**config.mk**
```make
export PLATFORM = sky130hd
export DESIGN_NAME = render_fetch_flat
export DESIGN_NICKNAME = d
export VERILOG_FILES = /design/src/rtl/render_fetch_if.sv /design/src/rtl/render_fetch.sv /design/src/flat_wrapper.sv
export SDC_FILE = /design/constraint.sdc
export NUM_CORES = 1
export LEC_CHECK = 0
export CORE_MARGIN = 3
export CORE_UTILIZATION = 45
export DETAILED_ROUTE_END_ITERATION = 10
export PLACE_DENSITY = 0.73
export SLEW_MARGIN = 20
export SYNTH_ARGS = -nofsm -noshare
export SYNTH_HDL_FRONTEND = slang
export SYNTH_SLANG_ARGS = --single-unit
```
**constraint.sdc**
```tcl
create_clock -name Clk -period 6.45 [get_ports Clk]
set_input_delay 1.29 -clock Clk [delete_from_list [all_inputs] [get_ports Clk]]
set_output_delay 1.29 -clock Clk [all_outputs]
set_load 0.01 [all_outputs]
```
**src/rtl/render_fetch_if.sv**
```systemverilog
// Grid-memory read port between the pixel fetch engine and the double-buffered grid RAM.
// The fetch engine is the master; the RAM returns data exactly one cycle after a request.
interface render_fetch_if #(
    parameter int IDX_W  = 13,
    parameter int CELL_W = 11
);
    logic              mem_rd_en;
    logic [IDX_W:0]    mem_addr;
    logic [CELL_W-1:0] mem_rdata;

    modport master (output mem_rd_en, output mem_addr, input mem_rdata);
    modport slave  (input mem_rd_en, input mem_addr, output mem_rdata);
endinterface

```
**src/rtl/render_fetch.sv**
```systemverilog
// Per-pixel grid-cell fetch for the color mapper.
// It reads the double-buffered grid memory, reuses the last cell while pixels stay in it, and swaps banks at frame start.
module render_fetch #(
    parameter int GRID_W      = 80,
    parameter int GRID_H      = 60,
    parameter int CELL_SHIFT  = 3,
    parameter int IDX_W       = 13,
    parameter int SIGNAL_bits = 8,
    parameter int CELL_W      = SIGNAL_bits + 3
) (
    input  logic                   Clk,
    input  logic                   Reset,
    input  logic [9:0]             DrawX,
    input  logic [9:0]             DrawY,
    input  logic                   pix_valid,
    input  logic                   frame_start,
    render_fetch_if.master         mem,
    input  logic                   swap_req,
    output logic                   swap_ack,
    output logic                   read_bank,
    output logic                   renderSugar,
    output logic                   renderNest,
    output logic                   renderAnt,
    output logic [SIGNAL_bits-1:0] renderChem,
    output logic                   render_valid
);
    localparam logic [IDX_W-1:0] GRID_W_L = IDX_W'(GRID_W);
    localparam logic [IDX_W-1:0] GRID_H_L = IDX_W'(GRID_H);

    typedef enum logic [0:0] {ARMED = 1'b0, WAIT_LOW = 1'b1} swap_state_t;

    swap_state_t       state_r, state_nx_s;
    logic              swap_fire_s;
    logic              read_bank_r, swap_ack_r;

    logic [IDX_W-1:0]  col_s, row_s, idx_s;
    logic              inside_s, hit_s, rd_s;
    logic              last_ok_r;
    logic [IDX_W-1:0]  last_idx_r;

    logic              s1_valid_r, s1_rd_r, s1_in_r;
    logic [CELL_W-1:0] hold_r;
    logic              out_valid_r, out_ant_r, out_sugar_r, out_nest_r;
    logic [SIGNAL_bits-1:0] out_chem_r;

    // Stage 0: pixel to cell index, grid-bounds test and reuse-cache lookup.
    always_comb begin
        col_s    = IDX_W'(DrawX >> CELL_SHIFT);
        row_s    = IDX_W'(DrawY >> CELL_SHIFT);
        idx_s    = row_s * GRID_W_L + col_s;
        inside_s = pix_valid && (col_s < GRID_W_L) && (row_s < GRID_H_L);
        hit_s    = last_ok_r && (idx_s == last_idx_r);
        rd_s     = inside_s && !hit_s && !Reset;
    end

    assign mem.mem_rd_en = rd_s;
    assign mem.mem_addr  = {read_bank_r, idx_s};

    // Reuse cache: valid only across an unbroken run of in-grid pixels within one bank.
    always_ff @(posedge Clk) begin
        if (Reset) begin
            last_ok_r  <= 1'b0;
            last_idx_r <= '0;
        end else begin
            if (swap_fire_s || !inside_s) begin
                last_ok_r <= 1'b0;
            end else begin
                last_ok_r <= 1'b1;
            end
            if (inside_s) begin
                last_idx_r <= idx_s;
            end else begin
                last_idx_r <= last_idx_r;
            end
        end
    end

    // Swap FSM state register.
    always_ff @(posedge Clk) begin
        if (Reset) begin
            state_r <= ARMED;
        end else begin
            state_r <= state_nx_s;
        end
    end

    // Swap FSM next state: after a swap, swap_req must drop before another is accepted.
    always_comb begin
        state_nx_s = state_r;
        case (state_r)
            ARMED: begin
                if (frame_start && swap_req) state_nx_s = WAIT_LOW;
                else                         state_nx_s = ARMED;
            end
            WAIT_LOW: begin
                if (!swap_req) state_nx_s = ARMED;
                else           state_nx_s = WAIT_LOW;
            end
            default: state_nx_s = ARMED;
        endcase
    end

    // Swap FSM output decode.
    always_comb begin
        swap_fire_s = 1'b0;
        case (state_r)
            ARMED:    swap_fire_s = frame_start && swap_req;
            WAIT_LOW: swap_fire_s = 1'b0;
            default:  swap_fire_s = 1'b0;
        endcase
    end

    // Bank select and acknowledge pulse; the bank flips on the same edge that raises the ack.
    always_ff @(posedge Clk) begin
        if (Reset) begin
            read_bank_r <= 1'b0;
            swap_ack_r  <= 1'b0;
        end else begin
            swap_ack_r <= swap_fire_s;
            if (swap_fire_s) begin
                read_bank_r <= ~read_bank_r;
            end else begin
                read_bank_r <= read_bank_r;
            end
        end
    end

    // Stage 1: remember what was issued while the memory answers.
    always_ff @(posedge Clk) begin
        if (Reset) begin
            s1_valid_r <= 1'b0;
            s1_rd_r    <= 1'b0;
            s1_in_r    <= 1'b0;
        end else begin
            s1_valid_r <= pix_valid;
            s1_rd_r    <= rd_s;
            s1_in_r    <= inside_s;
        end
    end

    // Stage 2: fresh read data, held data for a reused cell, or blank outside the grid.
    always_ff @(posedge Clk) begin
        if (Reset) begin
            hold_r      <= '0;
            out_valid_r <= 1'b0;
            out_ant_r   <= 1'b0;
            out_sugar_r <= 1'b0;
            out_nest_r  <= 1'b0;
            out_chem_r  <= '0;
        end else begin
            out_valid_r <= s1_valid_r;
            if (s1_rd_r) begin
                hold_r      <= mem.mem_rdata;
                out_ant_r   <= mem.mem_rdata[CELL_W-1];
                out_sugar_r <= mem.mem_rdata[CELL_W-2];
                out_nest_r  <= mem.mem_rdata[CELL_W-3];
                out_chem_r  <= mem.mem_rdata[SIGNAL_bits-1:0];
            end else if (s1_in_r) begin
                hold_r      <= hold_r;
                out_ant_r   <= hold_r[CELL_W-1];
                out_sugar_r <= hold_r[CELL_W-2];
                out_nest_r  <= hold_r[CELL_W-3];
                out_chem_r  <= hold_r[SIGNAL_bits-1:0];
            end else begin
                hold_r      <= hold_r;
                out_ant_r   <= 1'b0;
                out_sugar_r <= 1'b0;
                out_nest_r  <= 1'b0;
                out_chem_r  <= '0;
            end
        end
    end

    assign swap_ack     = swap_ack_r;
    assign read_bank    = read_bank_r;
    assign render_valid = out_valid_r;
    assign renderAnt    = out_ant_r;
    assign renderSugar  = out_sugar_r;
    assign renderNest   = out_nest_r;
    assign renderChem   = out_chem_r;
endmodule

```
**src/flat_wrapper.sv**
```systemverilog
// flat-port wrapper written by rule: the top's interface ports become plain ports
module render_fetch_flat 
#(
    parameter int GRID_W      = 80,
    parameter int GRID_H      = 60,
    parameter int CELL_SHIFT  = 3,
    parameter int IDX_W       = 13,
    parameter int SIGNAL_bits = 8,
    parameter int CELL_W      = SIGNAL_bits + 3
)
  (Clk, Reset, DrawX, DrawY, pix_valid, frame_start, swap_req, swap_ack, read_bank, renderSugar, renderNest, renderAnt, renderChem, render_valid, mem_mem_rd_en, mem_mem_addr, mem_mem_rdata);
  render_fetch_if #(.IDX_W(IDX_W), .CELL_W(CELL_W)) mem_i ();
  input  logic Clk;
  input  logic Reset;
  input  logic [9:0] DrawX;
  input  logic [9:0] DrawY;
  input  logic pix_valid;
  input  logic frame_start;
  input  logic swap_req;
  output logic swap_ack;
  output logic read_bank;
  output logic renderSugar;
  output logic renderNest;
  output logic renderAnt;
  output logic [SIGNAL_bits-1:0] renderChem;
  output logic render_valid;
  output wire logic [$bits(mem_i.mem_rd_en)-1:0] mem_mem_rd_en;
  output wire logic [$bits(mem_i.mem_addr)-1:0] mem_mem_addr;
  input wire logic [$bits(mem_i.mem_rdata)-1:0] mem_mem_rdata;
  assign mem_mem_rd_en = mem_i.mem_rd_en;
  assign mem_mem_addr = mem_i.mem_addr;
  assign mem_i.mem_rdata = mem_mem_rdata;
  render_fetch #(.GRID_W(GRID_W), .GRID_H(GRID_H), .CELL_SHIFT(CELL_SHIFT), .IDX_W(IDX_W), .SIGNAL_bits(SIGNAL_bits), .CELL_W(CELL_W)) u_core (.Clk(Clk), .Reset(Reset), .DrawX(DrawX), .DrawY(DrawY), .pix_valid(pix_valid), .frame_start(frame_start), .mem(mem_i), .swap_req(swap_req), .swap_ack(swap_ack), .read_bank(read_bank), .renderSugar(renderSugar), .renderNest(renderNest), .renderAnt(renderAnt), .renderChem(renderChem), .render_valid(render_valid));
endmodule
```
Word level (Yosys, flattened, before mapping)
Index checks and enable logic that the tools add are counted.
{"block": "word_totals", "ff_bits": 43, "input_bits": 36, "out_inout_bits": 29, "word_cells": 44}
{"block": "classes", "add_sub_neg": 1, "mul": 1, "order_cmp": 2, "n_eq_ne": 1, "n_mux": 13, "bitwise_logic": 2, "reduce_logical": 10}
{"op": "$mux W8", "n": 2}
{"op": "$add A13 B7 Y13", "n": 1}
{"op": "$eq A13 B13 Y1", "n": 1}
{"op": "$mul A7 B3 Y9 const B", "n": 1}
{"op": "$mux W1", "n": 9}
{"op": "$lt A7 B6 Y1 const B", "n": 1}
{"op": "$lt A7 B7 Y1 const B", "n": 1}
{"op": "$logic_and A1 B1 Y1", "n": 6}
{"op": "$pmux W1 S2", "n": 2}
{"op": "$logic_not A1 Y1", "n": 3}
{"op": "$not A1 Y1", "n": 2}
{"op": "$logic_or A1 B1 Y1", "n": 1}

Depth between registers and ports, before layout
Gate-level depths: netlist (run 1).
{"block": "depth", "depth_word": 7, "mapped_depth": 9, "mapped_depth_nobuf": 9}

Least setup slack after synthesis (run 1)
Ideal clock, no wire load.
{"block": "synth_path", "path_kind": "input port to output port", "startpoint": "input port DrawY[4]", "endpoint": "output port mem_mem_rd_en", "arrival_time_ns": 3.849, "required_time_ns": 5.160, "setup_slack_ns": 1.311, "stages": 9, "n_path_buf": 0, "path_cell_list": "ha_1 > ha_1 > fa_1 > a21o_2 > a21oi_2 > xnor2_1 > nor4b_4 > xnor3_1 > o41a_1"}
{"block": "synth_via", "elab_chain_cells": 7, "elab_cells_between_ends": 9, "cone_classes": "add/sub (1); mul (1); order compare (1); eq/ne (1); reduce/logical (5)"}
{"item": "start, declared", "line_no": "flat_wrapper.sv:16", "rtl": "input logic [9:0] DrawY;"}
{"item": "$mul A7 B3 Y9", "line_no": "render_fetch.sv:50", "rtl": "idx_s = row_s * GRID_W_L + col_s;"}
{"item": "$add A13 B7 Y13", "line_no": "render_fetch.sv:50"}
{"item": "$eq A13 B13 Y1", "line_no": "render_fetch.sv:52", "rtl": "hit_s = last_ok_r && (idx_s == last_idx_r);"}
{"item": "$logic_and A1 B1 Y1", "line_no": "render_fetch.sv:52"}
{"item": "$logic_not A1 Y1", "line_no": "render_fetch.sv:53", "rtl": "rd_s = inside_s && !hit_s && !Reset;"}
{"item": "$logic_and A1 B1 Y1 (*) (2 in a row)", "line_no": "render_fetch.sv:53"}
{"item": "end, declared", "line_no": "flat_wrapper.sv:27", "rtl": "output wire logic [$bits(mem_i.mem_rd_en)-1:0] mem_mem_rd_en;"}
Mark *: on every way between the ends. The rest lies on a longest branch, timed or not.

Worst setup path in the final report (run 1)
Same ends and word-level chain as after synthesis.

==> impl_metrics.toml, run 1 <==
[setup_path]
crit_type = "primary input to output port"
reg2reg_slack_ns = 4.91
r2r_cells = 4
regToRegStartpoint = "u_core.last_idx_r[11]"
crit_path_start = "DrawY[4]"
startpoint_type = "primary input"
rr_endpoint = "u_core.s1_rd_r"
arrival_ns = 4.95
required_ns = 5.16
crit_fanout = 3
crit_path_end_kind = "output port"

[floorplanning]
die-area_um2 = 5640
fp.dieH_um = 75.1
placementRows = 24
coreArea_um2 = 4470
die_x_um = 75.1
start_util = 0.480
io_pins = 65

[power_and_ir_drop]
power.static_leakage_uw = 0.00105
comb_power_share = 0.285
vdd_ir_drop_max_uv = 155
netSwitchingPower_uw = 187
p_clk_frac = 0.274
internal-power_uw = 448
power_density_nw_per_um2 = 225
power_uw = 635
seq_power_share = 0.442
switching_share = 0.294

[final_layout]
n_fill_cell = 378
layout_common_cells = "clkdlybuf4s50_1, dfxtp_1, nor2_1"
drive_gt1_frac = 0.0693
finalNonFillerCells = 326
diodes = 0
final_common_cell = "clkdlybuf4s50_1"
fin_util = 0.630
finalNetCount = 324
syn2layout_area_growth_pct = 31.2

[synthesis]
ys_seq_elements = 43
synth_area_um2 = 2150
synth_nets = 274
ys_seq_area_frac = 0.400
synthArstFlopShare = 0
synthSimpleGateAreaFrac = 0.181
synth_cell_types = 41
synthXorXnorAreaFrac = 0.127
synth-compound-area-share = 0.104
synthAdderAreaFrac = 0.0943
synth-main-ff-cell = "dfxtp_1"
muxShareOfSynthArea = 0.0512
syn_area_per_cell_um2 = 9.64
synth_edf_count = 0
syn_inst = 223
yosysWarnings = 0
synth_top_family_by_area = "simple AND/OR/NAND/NOR gates"

[timing]
timing.final.crit_share = 0.967
skew_ns = 0.00636
min_period_ns = 6.24
max_slew.worst_pin.slew_ns = 0.953
finalHoldViolCount = 0
hold_ws_ns = 0.452
rsz0062_at_grt = "false"
finalSetupTns_ns = 0
slew_headroom = 0.364
max_freq_ghz = 0.160
drv_slew = 0
setup_viol = 0

[route]
routed_wl_mm = 4.09
wl_per_cell_um = 12.5
vias_per_cell = 5.04
first_pass_iters = 4
ant_nets = 0
vias = 1644
drtIter0Drc = 58
route.detailed.drc = 0

[clocking]
cts_resized = 0
clkSlewWorstSetupHoldPaths_ns = 0.09
postCtsSetupBuffers = 0
cts_tree = "done"
insertion_delay_ns = 0.29
cts_buffers = 5
cts_hold_buf = 0
cts.sinks = 43
cts_root_buffer = "clkbuf_8"
htree_levels = 2
cts.path.max_buffers = 2

[worst_hold_path]
hold_end = "u_core.render_valid"
hold_path_class = "flip-flop to flip-flop"
min_path_cells = 1
hp-start = "u_core.s1_valid_r"

[global_routing]
antenna_found_initial = 0
grt_pass1_wl_mm = 6.57
overflow = 0
grt_max_degree = 42
first_global_vias = 1511
track_usage = 0.148

[flow_run]
cap_violations = 0

[status]
status = "finished clean"

[placed_design]
gp_congestion = 0.794
hpwl_mm = 3.00
portBuffers = 58
place_inst = 318
==> final cells by class <==
| type | count | area (µm²) | share of cell area |
|---|---|---|---|
| Clock buffer | 5 | 68.8 | 0.0244 |
| Clock inverter | 3 | 23.8 | 0.00843 |
| Inverter | 2 | 7.51 | 0.00266 |
| Multi-Input combinational cell | 161 | 1200 | 0.425 |
| Sequential cell | 43 | 861 | 0.305 |
| Tap cell | 52 | 65.1 | 0.0231 |
| Timing Repair Buffer | 60 | 596 | 0.211 |
==> power groups by stage <==
| stage | clock network, µW | logic, µW | registers, µW |
|---|---|---|---|
| global placement | 0 | 180 | 287 |
| detailed placement | 0 | 181 | 287 |
| global route | 190 | 196 | 282 |
| finish | 174 | 181 | 281 |
| floorplan | 0 | 114 | 285 |
| CTS | 180 | 183 | 281 |
==> cells in the mapped netlist (2+ instances only) <==
master,count,area (µm²)
nand4_1,2,12.5
xnor2_1,14,123
nor2b_1,4,25.0
nand2_1,17,63.8
mux2i_1,11,110
inv_1,2,7.51
clkbuf_1,11,41.3
nor2_1,26,97.6
fa_1,2,40.0
o41a_1,2,22.5
ha_1,13,163
nor3_1,14,70.1
o21ai_0,2,10.0
xnor3_1,2,45.0
dfxtp_1,43,861
nand3_1,4,20.0
a211oi_1,2,15.0
xor2_1,7,61.3
buf_4,5,37.5
a21oi_1,19,95.1
==> per-stage QoR <==
stage               area [µm²]  setup WS [ns]
floorplan                 2150           1.31
CTS                       2820          0.188
detailed placement        2730          0.224
global placement          2730          0.238
finish                    2820          0.213
global route              2820        0.00246
==> metal layers <==
layer,track usage,up-vias,wire (µm)
met5,0,-,0
met4,0.0356,0,40
met3,0.0347,4,161
met2,0.239,33,1900
met1,0.202,737,1980
li1,-,870,-
==> how the worst max path moves through the flow <==
stage	endpoint	cells past startpoint
after floorplan	mem_mem_rd_en	9
after global placement	mem_mem_rd_en	11
after detailed placement	mem_mem_rd_en	11
after CTS	mem_mem_rd_en	11
after global routing	mem_mem_rd_en	11
final	mem_mem_rd_en	11
==> worst max-delay path, stage by stage <==
cell and delay, ns:
clkdlybuf4s50_1 0.49, ha_1 0.33, ha_1 0.23, fa_1 0.43, a21o_2 0.22, a21oi_2 0.17
xnor2_1 0.18, nor4b_4 0.28, xnor3_1 0.38, o41a_1 0.45, clkdlybuf4s50_1 0.50
==> flip-flops by register name, summed over array words and instances, names as in the netlist <==
signal / flops
u_core.hold_r: 11
u_core.last_idx_r: 13
u_core.last_ok_r: 1
u_core.read_bank: 1
u_core.renderAnt: 1
u_core.renderChem: 8
u_core.renderNest: 1
u_core.renderSugar: 1
u_core.render_valid: 1
u_core.s1_in_r: 1
u_core.s1_rd_r: 1
u_core.s1_valid_r: 1
u_core.state_r: 1
u_core.swap_ack: 1
==> kinds of logic after synthesis <==
logic type / count (synthesis)
muxes: 11
DFF: 43
buffers and inverters: 19
AOI/OAI and AO/OA: 34
xor gates and xnor gates: 25
adders and majority gates: 15
and+or+nand+nor: 76
Power figures use the tool's default switching activity.
==> run 2, diff against run 1 <==
SLEW_MARGIN = default   (was 20)
==> results of run 2 <==
The final DEF is identical to that of run 1; final timing and power are the same.
==> run 3, diff against run 2 <==
CORE_UTILIZATION = 50   (was 45)
HOLD_SLACK_MARGIN = 0.06   (was default)
PLACE_DENSITY = 0.8   (was 0.73)
==> impl_metrics.toml, run 3 (synthesized netlist as in run 1, its figures left out) <==
[clocking]
insertion_delay_ns = 0.30
clkSlewWorstSetupHoldPaths_ns = 0.08
cts_tree = "done"
cts.path.max_buffers = 2
htree_levels = 2
cts_root_buffer = "clkbuf_8"
postCtsSetupBuffers = 0
cts.sinks = 43
cts_buffers = 5

[timing]
timing.final.crit_share = 0.923
finalSetupTns_ns = 0
hold_ws_ns = 0.447
max_slew.worst_pin.slew_ns = 0.978
slew_headroom = 0.347
setup_viol = 0
drv_slew = 0
finalHoldViolCount = 0
skew_ns = 0.00408
rsz0062_at_grt = "false"
min_period_ns = 5.95
max_freq_ghz = 0.168

[route]
first_pass_iters = 4
met3_length_um = 245
vias = 1686
wl_met2_mm = 2.14
route.detailed.drc = 0
routed_wl_mm = 4.34
vias_per_cell = 5.20
wl_per_cell_um = 13.4
dr.max_layer_used = "met4"
drtIter0Drc = 75
ant_nets = 0
wl_met1_mm = 1.89

[setup_path]
path_delay_family = "adder cells"
reg2reg_slack_ns = 4.89
slowest_stage = "clkdlybuf4s50_1"
crit_type = "primary input to output port"
r2r_cells = 4
crit_path_end_kind = "output port"
max_stage_delay_ns = 0.49
startpoint_type = "primary input"
arrival_ns = 4.66
critical_path_buf_inv_count = 2
crit_top_cell = "ha_1"
required_ns = 5.16
regToRegStartpoint = "u_core.last_idx_r[11]"
crit_fanout = 3
rr_endpoint = "u_core.s1_rd_r"
cp_cell_sequence = "clkdlybuf4s50_1 > ha_1 > ha_1 > fa_1 > a21o_2 > a21oi_2 > xnor2_1 > nor4b_4 > xnor3_1 > o41a_1 > dlymetal6s2s_1"

[floorplanning]
coreArea_um2 = 4090
io_pins = 65
start_util = 0.526
die-area_um2 = 5120
die_x_um = 71.6
placementRows = 23
fp.dieH_um = 71.6

[final_layout]
regArea_um2 = 861
multiInputGateArea_um2 = 1200
drive_gt1_frac = 0.0657
syn2layout_area_growth_pct = 30.8
layout_common_cells = "clkdlybuf4s50_1, dfxtp_1, nor2_1"
design_area_um2 = 2810
diodes = 0
largest_register = "u_core.last_idx_r"
n_fill_cell = 333
fin_util = 0.688
finalNetCount = 324
largest_register_ffs = 13
final_common_cell = "clkdlybuf4s50_1"

[global_routing]
antenna_found_initial = 0
grt_pass1_wl_mm = 7.05
grt_max_degree = 42
track_usage = 0.172
first_global_vias = 1605
overflow = 0

[worst_hold_path]
hold_end = "u_core.render_valid"
hold_path_class = "flip-flop to flip-flop"
hp-start = "u_core.s1_valid_r"
min_path_cells = 1

[status]
status = "finished clean"

[placed_design]
hpwl_mm = 3.22
gp_congestion = 0.776
placed_area_um2 = 2730
portBuffers = 58

[power_and_ir_drop]
vdd_ir_drop_max_uv = 160
power_uw = 629
power.static_leakage_uw = 0.00107
power_density_nw_per_um2 = 224

[flow_run]
cap_violations = 0
run 3: cell types whose count changed in the layout (fill, tap and decap cells not counted), sizes merged:
cell,previous run,this run
clkbuf,5,6
inv,3,2
clkdlybuf4s50,58,57
clkinvlp,2,1
dlymetal6s2s,0,1
clkinv,0,1
run 3: what timing repair did:
| item | CTS | global route |
|---|---|---|
| gates resized for setup | 0 | 1 |
| setup endpoints to repair | 0 | 1 |
| hold buffers | 0 | 0 |
run 3: through the flow:
stage                     setup slack [ns]  std cells
after floorplan                       1.31        223
after global placement               0.248        316
after detailed placement             0.175        316
after CTS                            0.156        324
after global routing                 0.333        324
final                                0.497        324
run 3: worst max path at each step:
| stage | start | end | cells past startpoint |
|---|---|---|---|
| 3_3_place_gp | DrawY[4] | mem_mem_rd_en | 11 |
| 6_report | DrawY[4] | mem_mem_rd_en | 11 |
| 3_5_place_dp | DrawY[4] | mem_mem_rd_en | 11 |
| 2_1_floorplan | DrawY[4] | mem_mem_rd_en | 9 |
| 5_1_grt | DrawY[4] | mem_mem_rd_en | 11 |
| 4_1_cts | DrawY[4] | mem_mem_rd_en | 11 |
run 3: final cells by class:
| cell class | count | share of cell area |
|---|---|---|
| clock buffers | 6 | 0.0258 |
| clock inverters | 2 | 0.00445 |
| well taps | 50 | 0.0222 |
| inverters | 2 | 0.00267 |
| repair buffers | 60 | 0.213 |
| flip-flops and latches | 43 | 0.306 |
| multi-input cells | 161 | 0.426 |
run 3: routing by layer:
metal,vias up,global-route usage
met5,-,0
met4,0,0.0626
met3,6,0.0463
met2,42,0.281
met1,769,0.219
li1,869,-
run 3: report_power, final:
part | leakage [µW] | total (µW) | internal [µW] | switching (µW)
logic | 0.000678 | 183 | 97.0 | 86.0
clock network | 0.0000412 | 165 | 75.6 | 89.3
registers | 0.000349 | 281 | 274 | 6.65
total | 0.00107 | 629 | 447 | 182
